[src/rtl/mem_read_ctrl.sv]
// Read controller: captures an address, strobes memory until it acks, then holds the word for the consumer.
// Optional `MEM_READ_TIMEOUT_EN` bounds the wait and aborts to HOLD with ERR_DATA and err raised.
module mem_read_ctrl #(
    parameter int unsigned TIMEOUT  = 15,
    parameter logic [15:0] ERR_DATA = 16'hFFFF
) (
    input  logic        i_clk,
    input  logic        i_reset,
    input  logic        i_req,
    input  logic [15:0] i_addr,
    output logic        o_busy,
    output logic        o_mem_rd,
    output logic [15:0] o_mem_addr,
    input  logic        i_mem_ack,
    input  logic [15:0] i_mem_data,
    output logic [15:0] o_data_out,
    output logic        o_data_valid,
    input  logic        i_data_taken,
    output logic        o_err
);

    typedef enum logic [1:0] {
        StIdle,
        StReq,
        StHold
    } state_t;

    state_t      r_state;
    logic        r_busy;
    logic        r_mem_rd;
    logic        r_data_valid;
    logic [15:0] r_mem_addr;
    logic [15:0] r_data_out;

`ifdef MEM_READ_TIMEOUT_EN
    localparam int unsigned CntW = (TIMEOUT < 2) ? 1 : $clog2(TIMEOUT);
    // Abort fires on the edge that would make the count equal TIMEOUT (TIMEOUT >= 1).
    localparam logic [CntW-1:0] CntLast = CntW'(TIMEOUT - 1);

    logic [CntW-1:0] r_cnt;
    logic            r_err;

    always_ff @(posedge i_clk) begin
        if (i_reset) begin
            r_state      <= StIdle;
            r_busy       <= 1'b0;
            r_mem_rd     <= 1'b0;
            r_data_valid <= 1'b0;
            r_mem_addr   <= 16'h0000;
            r_data_out   <= 16'h0000;
            r_cnt        <= '0;
            r_err        <= 1'b0;
        end else begin
            unique case (r_state)
                StIdle: begin
                    if (i_req) begin
                        r_mem_addr <= i_addr;
                        r_state    <= StReq;
                        r_busy     <= 1'b1;
                        r_mem_rd   <= 1'b1;
                        r_cnt      <= '0;
                    end
                end
                StReq: begin
                    // A late ack still beats the abort in the limit cycle.
                    if (i_mem_ack) begin
                        r_data_out   <= i_mem_data;
                        r_state      <= StHold;
                        r_mem_rd     <= 1'b0;
                        r_data_valid <= 1'b1;
                    end else if (r_cnt == CntLast) begin
                        r_data_out   <= ERR_DATA;
                        r_state      <= StHold;
                        r_mem_rd     <= 1'b0;
                        r_data_valid <= 1'b1;
                        r_err        <= 1'b1;
                    end else begin
                        r_cnt <= r_cnt + 1'b1;
                    end
                end
                StHold: begin
                    if (i_data_taken) begin
                        r_data_valid <= 1'b0;
                        r_err        <= 1'b0;
                        if (i_req) begin
                            r_mem_addr <= i_addr;
                            r_state    <= StReq;
                            r_mem_rd   <= 1'b1;
                            r_cnt      <= '0;
                        end else begin
                            r_state <= StIdle;
                            r_busy  <= 1'b0;
                        end
                    end
                end
                default: begin
                    r_state      <= StIdle;
                    r_busy       <= 1'b0;
                    r_mem_rd     <= 1'b0;
                    r_data_valid <= 1'b0;
                    r_err        <= 1'b0;
                end
            endcase
        end
    end

    assign o_err = r_err;
`else
    always_ff @(posedge i_clk) begin
        if (i_reset) begin
            r_state      <= StIdle;
            r_busy       <= 1'b0;
            r_mem_rd     <= 1'b0;
            r_data_valid <= 1'b0;
            r_mem_addr   <= 16'h0000;
            r_data_out   <= 16'h0000;
        end else begin
            unique case (r_state)
                StIdle: begin
                    if (i_req) begin
                        r_mem_addr <= i_addr;
                        r_state    <= StReq;
                        r_busy     <= 1'b1;
                        r_mem_rd   <= 1'b1;
                    end
                end
                StReq: begin
                    if (i_mem_ack) begin
                        r_data_out   <= i_mem_data;
                        r_state      <= StHold;
                        r_mem_rd     <= 1'b0;
                        r_data_valid <= 1'b1;
                    end
                end
                StHold: begin
                    if (i_data_taken) begin
                        r_data_valid <= 1'b0;
                        if (i_req) begin
                            r_mem_addr <= i_addr;
                            r_state    <= StReq;
                            r_mem_rd   <= 1'b1;
                        end else begin
                            r_state <= StIdle;
                            r_busy  <= 1'b0;
                        end
                    end
                end
                default: begin
                    r_state      <= StIdle;
                    r_busy       <= 1'b0;
                    r_mem_rd     <= 1'b0;
                    r_data_valid <= 1'b0;
                end
            endcase
        end
    end

    // Timeout parameters only matter when the abort path is built.
    logic w_unused_cfg;
    assign w_unused_cfg = (^ERR_DATA) ^ (TIMEOUT != 0);

    assign o_err = 1'b0;
`endif

    assign o_busy       = r_busy;
    assign o_mem_rd     = r_mem_rd;
    assign o_mem_addr   = r_mem_addr;
    assign o_data_out   = r_data_out;
    assign o_data_valid = r_data_valid;

endmodule

[config.mk]
export PLATFORM = sky130hd
export DESIGN_NAME = mem_read_ctrl
export DESIGN_NICKNAME = d
export VERILOG_FILES = /design/src/rtl/mem_read_ctrl.sv
export SDC_FILE = /design/constraint.sdc
export NUM_CORES = 1
export LEC_CHECK = 0
export CAP_MARGIN = 20
export CORE_ASPECT_RATIO = 1.25
export CORE_MARGIN = 10
export CORE_UTILIZATION = 40
export CTS_CLUSTER_DIAMETER = 30
export DETAILED_ROUTE_END_ITERATION = 8
export GPL_TIMING_DRIVEN = 0
export PLACE_DENSITY = 0.83
export SKIP_CTS_REPAIR_TIMING = 1
export SYNTH_ARGS = -nofsm -noshare
export SYNTH_HDL_FRONTEND = slang
export SYNTH_SLANG_ARGS = --single-unit
[constraint.sdc]
create_clock -name i_clk -period 1.3 [get_ports i_clk]
set_input_delay 0.325 -clock i_clk [delete_from_list [all_inputs] [get_ports i_clk]]
set_output_delay 0.325 -clock i_clk [all_outputs]
set_load 0.05 [all_outputs]
==> results of run 1 <==
## cell usage in the layout, fill, tap and decap left out, drive strengths merged
master          n
nand3b          3
clkdlybuf4s50  32
clkbuf         47
a21oi          21
and3b           1
o21a            1
inv             1
dlymetal6s2s    4
nor2            1
nor2b           1
buf            13
or3             1
nand2b         33
o21ai           4
conb            1
nand2          33
mux2i          16
dfxtp          37
## cell type report
type,count,share of cell area (%)
inverter,1,0.165
buffer,11,4.29
sequential,37,32.6
clock buffer,7,3.79
timing repair buffer,78,27.0
tap,39,2.14
multi-input combinational,116,30.0
## flip-flops by register name (all words and copies together) (netlist names)
| signal | cells |
|---|---|
| r_state | 2 |
| o_busy | 1 |
| o_mem_addr | 16 |
| o_data_out | 16 |
| o_mem_rd | 1 |
| o_data_valid | 1 |
## per-stage QoR
step | total power, W | cells | utilization (%)
5_1_grt | 0.00280 | 289 | 64.2
6_report | 0.00267 | 289 | 64.2
4_1_cts | 0.00272 | 282 | 66.0
2_1_floorplan | 0.00165 | 165 | -
3_3_place_gp | 0.00192 | 275 | 63.6
3_5_place_dp | 0.00192 | 275 | 63.6
## cell families after synthesis
group	synth area share (%)
flops	49.6
other cells	0.251
buf+inv	5.20
compound gates	8.89
simple gates	25.3
mux	10.7
## worst paths after layout
check                                    start        endpoint  cells after the start
worst min register to register   o_data_out[7]   o_data_out[7]                      2
worst max-delay path            o_data_out[15]  o_data_out[15]                      1
worst min-delay path                 i_mem_ack      r_state[0]                      3
worst max register to register      r_state[1]  o_mem_addr[12]                      5
## metal layers
metal  wire length (µm)  up-vias
met4                 34        0
met5                  0        -
met3                429        4
met2               1900       52
li1                   -      700
met1               1710      600
## power by group through the flow
stage	Combinational (W)	Clock (W)	Sequential [W]
after detailed placement	0.000664	0	0.00126
after floorplan	0.000176	0	0.00147
after global placement	0.000658	0	0.00126
after CTS	0.000666	0.000818	0.00124
final	0.000643	0.000793	0.00124
after global routing	0.000689	0.000863	0.00124
==> results.tsv, run 1 <==
stage	metric	value	unit
cells_and_area	area_growth	52.5	%
critical_path	path_buf_inv	1	
synth	synth_top_area_cell	dfxtp_1	
cells_and_area	final-seq-area	742	µm²
synth	synth.cell_area	1490	µm²
grt	met1_usage	12.7	%
grt	grt_overflow_total	0	
clock_network	htreeDepth	2	
critical_path	crit_type	flop to output pin	
synth	synth-seq-cells	37	
critical_path	end_kind	output pin	
detailed_routing	drtIter0Drc	92	
critical_path	path_max_fanout	2	
timing	fin_crit_sh	95.5	%
power	netSwitchingFraction	29.4	%
grt	antenna_found_initial	0	
synth	synth_edf_count	0	
place	gp_congestion	0.712	
clock_network	cts_tree	yes	
floorplanning	initial_core_util	42.1	%
synth	synthFlopType	dfxtp_1	
timing	finalClockSkew	0.00355	ns
grt	grt_pass1_wl	6290	µm
run	maxCapViolCount	0	
detailed_routing	wire_per_inst	14.1	µm
cells_and_area	drive_above_1_share	24.0	%
timing	layout_setup_ws	0.0584	ns
floorplanning	rows	24	
min_path	hp-class	input port to flop	
grt	grt_max_degree	11	
synth	seq_area_frac_synth	49.6	%
critical_path	max_stage_delay	0.34	ns
detailed_routing	drc	0	
cells_and_area	multiInputGateArea	682	µm²
synth	avgSynthCellArea	9.05	µm²
status	status	finished, final reports clean	
detailed_routing	vias	1356	
timing	drv_slew	0	
floorplanning	die-height	88.3	µm
critical_path	worstPathArrival	0.92	ns
grt	met2_usage	20.3	%
critical_path	crit_chain	clkbuf_2	
clock_network	clock_sink_count	37	
timing	fmax	805	MHz
power	vdd_drop_max	0.607	mV
critical_path	critPathLaunchType	flop	
clock_network	clockBufferDepth	2	
timing	timing.final.hold_violations	0	
synth	ys_async_sr_fraction	0	%
synth	yosys_warnings	0	
clock_network	clk_latency	0.28	ns
power	intPower	0.00189	W
synth	synth_most_common_cell	dfxtp_1	
place	place_area	2250	µm²
critical_path	ff2ff_setup_slack	0.15	ns
floorplanning	chipWidth	74.6	µm
power	powerDensity	1170	nW/µm²
synth	syn-num-nets	202	
detailed_routing	vias_per_cell	4.69	
place	place_hpwl	3070	µm
detailed_routing	firstDrtPassIters	4	
power	p_seq_share	46.3	%
grt	grt_most_used_layer	met2	
grt	grt_use_met3	6.61	%
cells_and_area	stdcell_area	2280	µm²
timing	rsz0062_at_grt	false	
synth	synth.distinct_cells	19	
power	comb_power_share	24.1	%
synth	netlist_top_cells_count	dfxtp_1 (37), nand2_1 (33), nand2b_1 (33)	
timing	min_period	1.24	ns
cells_and_area	n_antenna_cell	0	
cells_and_area	layout.nets	287	
floorplanning	core_area	3540	µm²
power	p_sw	0.000787	W
critical_path	crit_required	0.98	ns
grt	first_global_vias	1346	
clock_network	cts-buffers-inserted	5	
floorplanning	die_area	6590	µm²
critical_path	crit_family	flip-flops	
clock_network	cts.clk_slew.worst_paths	0.07	ns
synth	syn_inst	165	
critical_path	slowest_stage	dfxtp_1	
timing	setup_viol	0	
detailed_routing	routed_wl	4080	µm
place	portBuffers	71	
place	dpl_worst_slack	-0.624	ns
synth	netlist_top_cells_area	dfxtp_1 (50%), nand2b_1 (14%), mux2i_1 (11%)	
timing	hold_ws	0.403	ns
power	p_clk_share	29.7	%
power	p_leak	1.00	nW
synth	yosysTopAreaCellShare	49.6	%
cells_and_area	fillers	319	
detailed_routing	postRouteAntennaNets	0	
clock_network	cts_root_buf	clkbuf_8	
timing	setup_tns	0	ns
grt	gr-usage-all-layers	12.0	%
floorplanning	ioPinCount	73	
Note: power is estimated with default switching activity, not from simulation.
==> run 2, diff against run 1 <==
- REMOVE_ABC_BUFFERS: not set -> 1
==> results.tsv, run 2 (synthesis results as in run 1) <==
stage	metric	value	unit	change
cells_and_area	layout.nets	271		-5.6%
detailed_routing	postRouteAntennaNets	0		unchanged
min_path	hp-class	input port to flop		
place	portBuffers	71		unchanged
floorplanning	die_area	6590	µm²	unchanged
detailed_routing	vias_per_cell	4.79		+2.1%
clock_network	cts.clk_slew.worst_paths	0.07	ns	about the same
critical_path	max_stage_delay	0.35	ns	about the same
critical_path	worstPathArrival	0.91	ns	about the same
floorplanning	ioPinCount	73		unchanged
cells_and_area	multiInputGateArea	708	µm²	+3.9%
floorplanning	initial_core_util	42.1	%	unchanged
detailed_routing	drtIter0Drc	74		-20%
critical_path	slowest_stage	dfxtp_1		
clock_network	cts_root_buf	clkbuf_8		
critical_path	crit_required	0.98	ns	about the same
grt	first_global_vias	1239		-7.9%
detailed_routing	firstDrtPassIters	4		unchanged
grt	grt_overflow_total	0		unchanged
cells_and_area	fillers	357		+12%
cells_and_area	final-seq-area	741	µm²	-0.17%
clock_network	clk_latency	0.28	ns	about the same
detailed_routing	vias	1313		-3.2%
clock_network	cts-buffers-inserted	5		unchanged
floorplanning	core_area	3540	µm²	unchanged
critical_path	crit_type	flop to output pin		
critical_path	crit_family	flip-flops		
timing	finalClockSkew	0.00260	ns	-0.000954 ns
timing	worstMarginPinSlew	0.726	ns	
critical_path	end_kind	output pin		
timing	slew_headroom	51.6	%	
clock_network	clockBufferDepth	2		unchanged
cells_and_area	layout.cells.most_common	dfxtp_1		
grt	grt_max_degree	54		+43
timing	drv_slew	0		unchanged
cells_and_area	layout_common_cells	dfxtp_1 (37), clkbuf_2 (35), nand2b_1 (33), nand2_1 (33), clkdlybuf4s50_1 (33)		
cells_and_area	area_growth	42.3	%	
detailed_routing	routed_wl	3830	µm	-6.1%
timing	setup_viol	0		unchanged
status	status	finished, final reports clean		
clock_network	htreeDepth	2		unchanged
cells_and_area	drive_above_1_share	20.0	%	-4.0 points
timing	fin_crit_sh	95.3	%	-0.22 points
place	gp_congestion	0.693		-2.7%
clock_network	clock_sink_count	37		unchanged
floorplanning	rows	24		unchanged
grt	gr-usage-all-layers	11.1	%	-0.91 points
timing	min_period	1.24	ns	-0.00288 ns
timing	timing.final.hold_violations	0		unchanged
critical_path	critPathLaunchType	flop		
critical_path	path_max_fanout	3		+1
grt	grt_pass1_wl	5790	µm	-7.9%
place	place_inst	264		-4.0%
critical_path	path_buf_inv	1		unchanged
cells_and_area	n_antenna_cell	0		unchanged
timing	rsz0062_at_grt	false		
timing	fmax	807	MHz	+0.23%
grt	antenna_found_initial	0		unchanged
detailed_routing	wire_per_inst	14.0	µm	-0.99%
floorplanning	die-height	88.3	µm	unchanged
run	maxCapViolCount	0		unchanged
place	place_hpwl	2690	µm	-12%
cells_and_area	finalNonFillerCells	274		-5.2%
floorplanning	chipWidth	74.6	µm	unchanged
critical_path	crit_chain	clkbuf_2		
power	p_leak	0.893	nW	-11%
power	powerDensity	1210	nW/µm²	+3.0%
power	vdd_drop_max	0.727	mV	+20%
timing	setup_tns	0	ns	unchanged
clock_network	cts_tree	yes		
detailed_routing	drc	0		unchanged
[run 2: changes by cell type in the layout (fill, tap and decap cells not counted), moves of 2 or more]
cell,change
o21a_4,+2
dlymetal6s2s_1,-2
clkbuf_4,-2
buf_6,-2
buf_4,-6
[run 2: final timing paths]
kind / from / end / slack, ns / cells after the start
min: i_mem_ack / r_state[0] / 0.41 / 3
min reg2reg: o_data_out[13] / o_data_out[13] / 0.45 / 2
max reg2reg: r_state[0] / o_data_out[12] / 0.14 / 3
max: o_busy / o_busy / 0.06 / 1
[run 2: routing by layer]
metal  track usage, %  wire, µm  vias to the layer above
met4             3.10        39                        0
met2             16.4      1690                       57
met5                0         0                        -
li1                 -         -                      671
met1             12.3      1670                      580
met3             8.52       421                        5
[run 2: area by class of cell]
type,instances,share of cell area [%]
multi-input cells,117,33.3
inverters,1,0.177
flip-flops and latches,37,34.9
repair buffers,72,25.6
well taps,39,2.30
clock buffers,8,3.77
[run 2: power by group]
group	internal (W)	switching, W	total (W)
combinational	0.000219	0.000365	0.000584
clock	0.000381	0.000370	0.000750
sequential	0.00120	0.0000374	0.00124
[run 2: metrics by stage]
stage | hold WS, ns | worst slack [ns] | total power, W | area (µm²) | util [%]
4_1_cts | 0.455 | -0.524 | 0.00264 | 2250 | 63.6
2_1_floorplan | 0.394 | -0.104 | 0.00161 | 1420 | -
3_3_place_gp | 0.441 | -0.979 | 0.00189 | 2180 | 61.5
6_report | 0.407 | 0.0613 | 0.00257 | 2120 | 60.0
3_5_place_dp | 0.446 | -0.814 | 0.00189 | 2170 | 61.3
5_1_grt | 0.452 | 0.00710 | 0.00269 | 2120 | 60.0
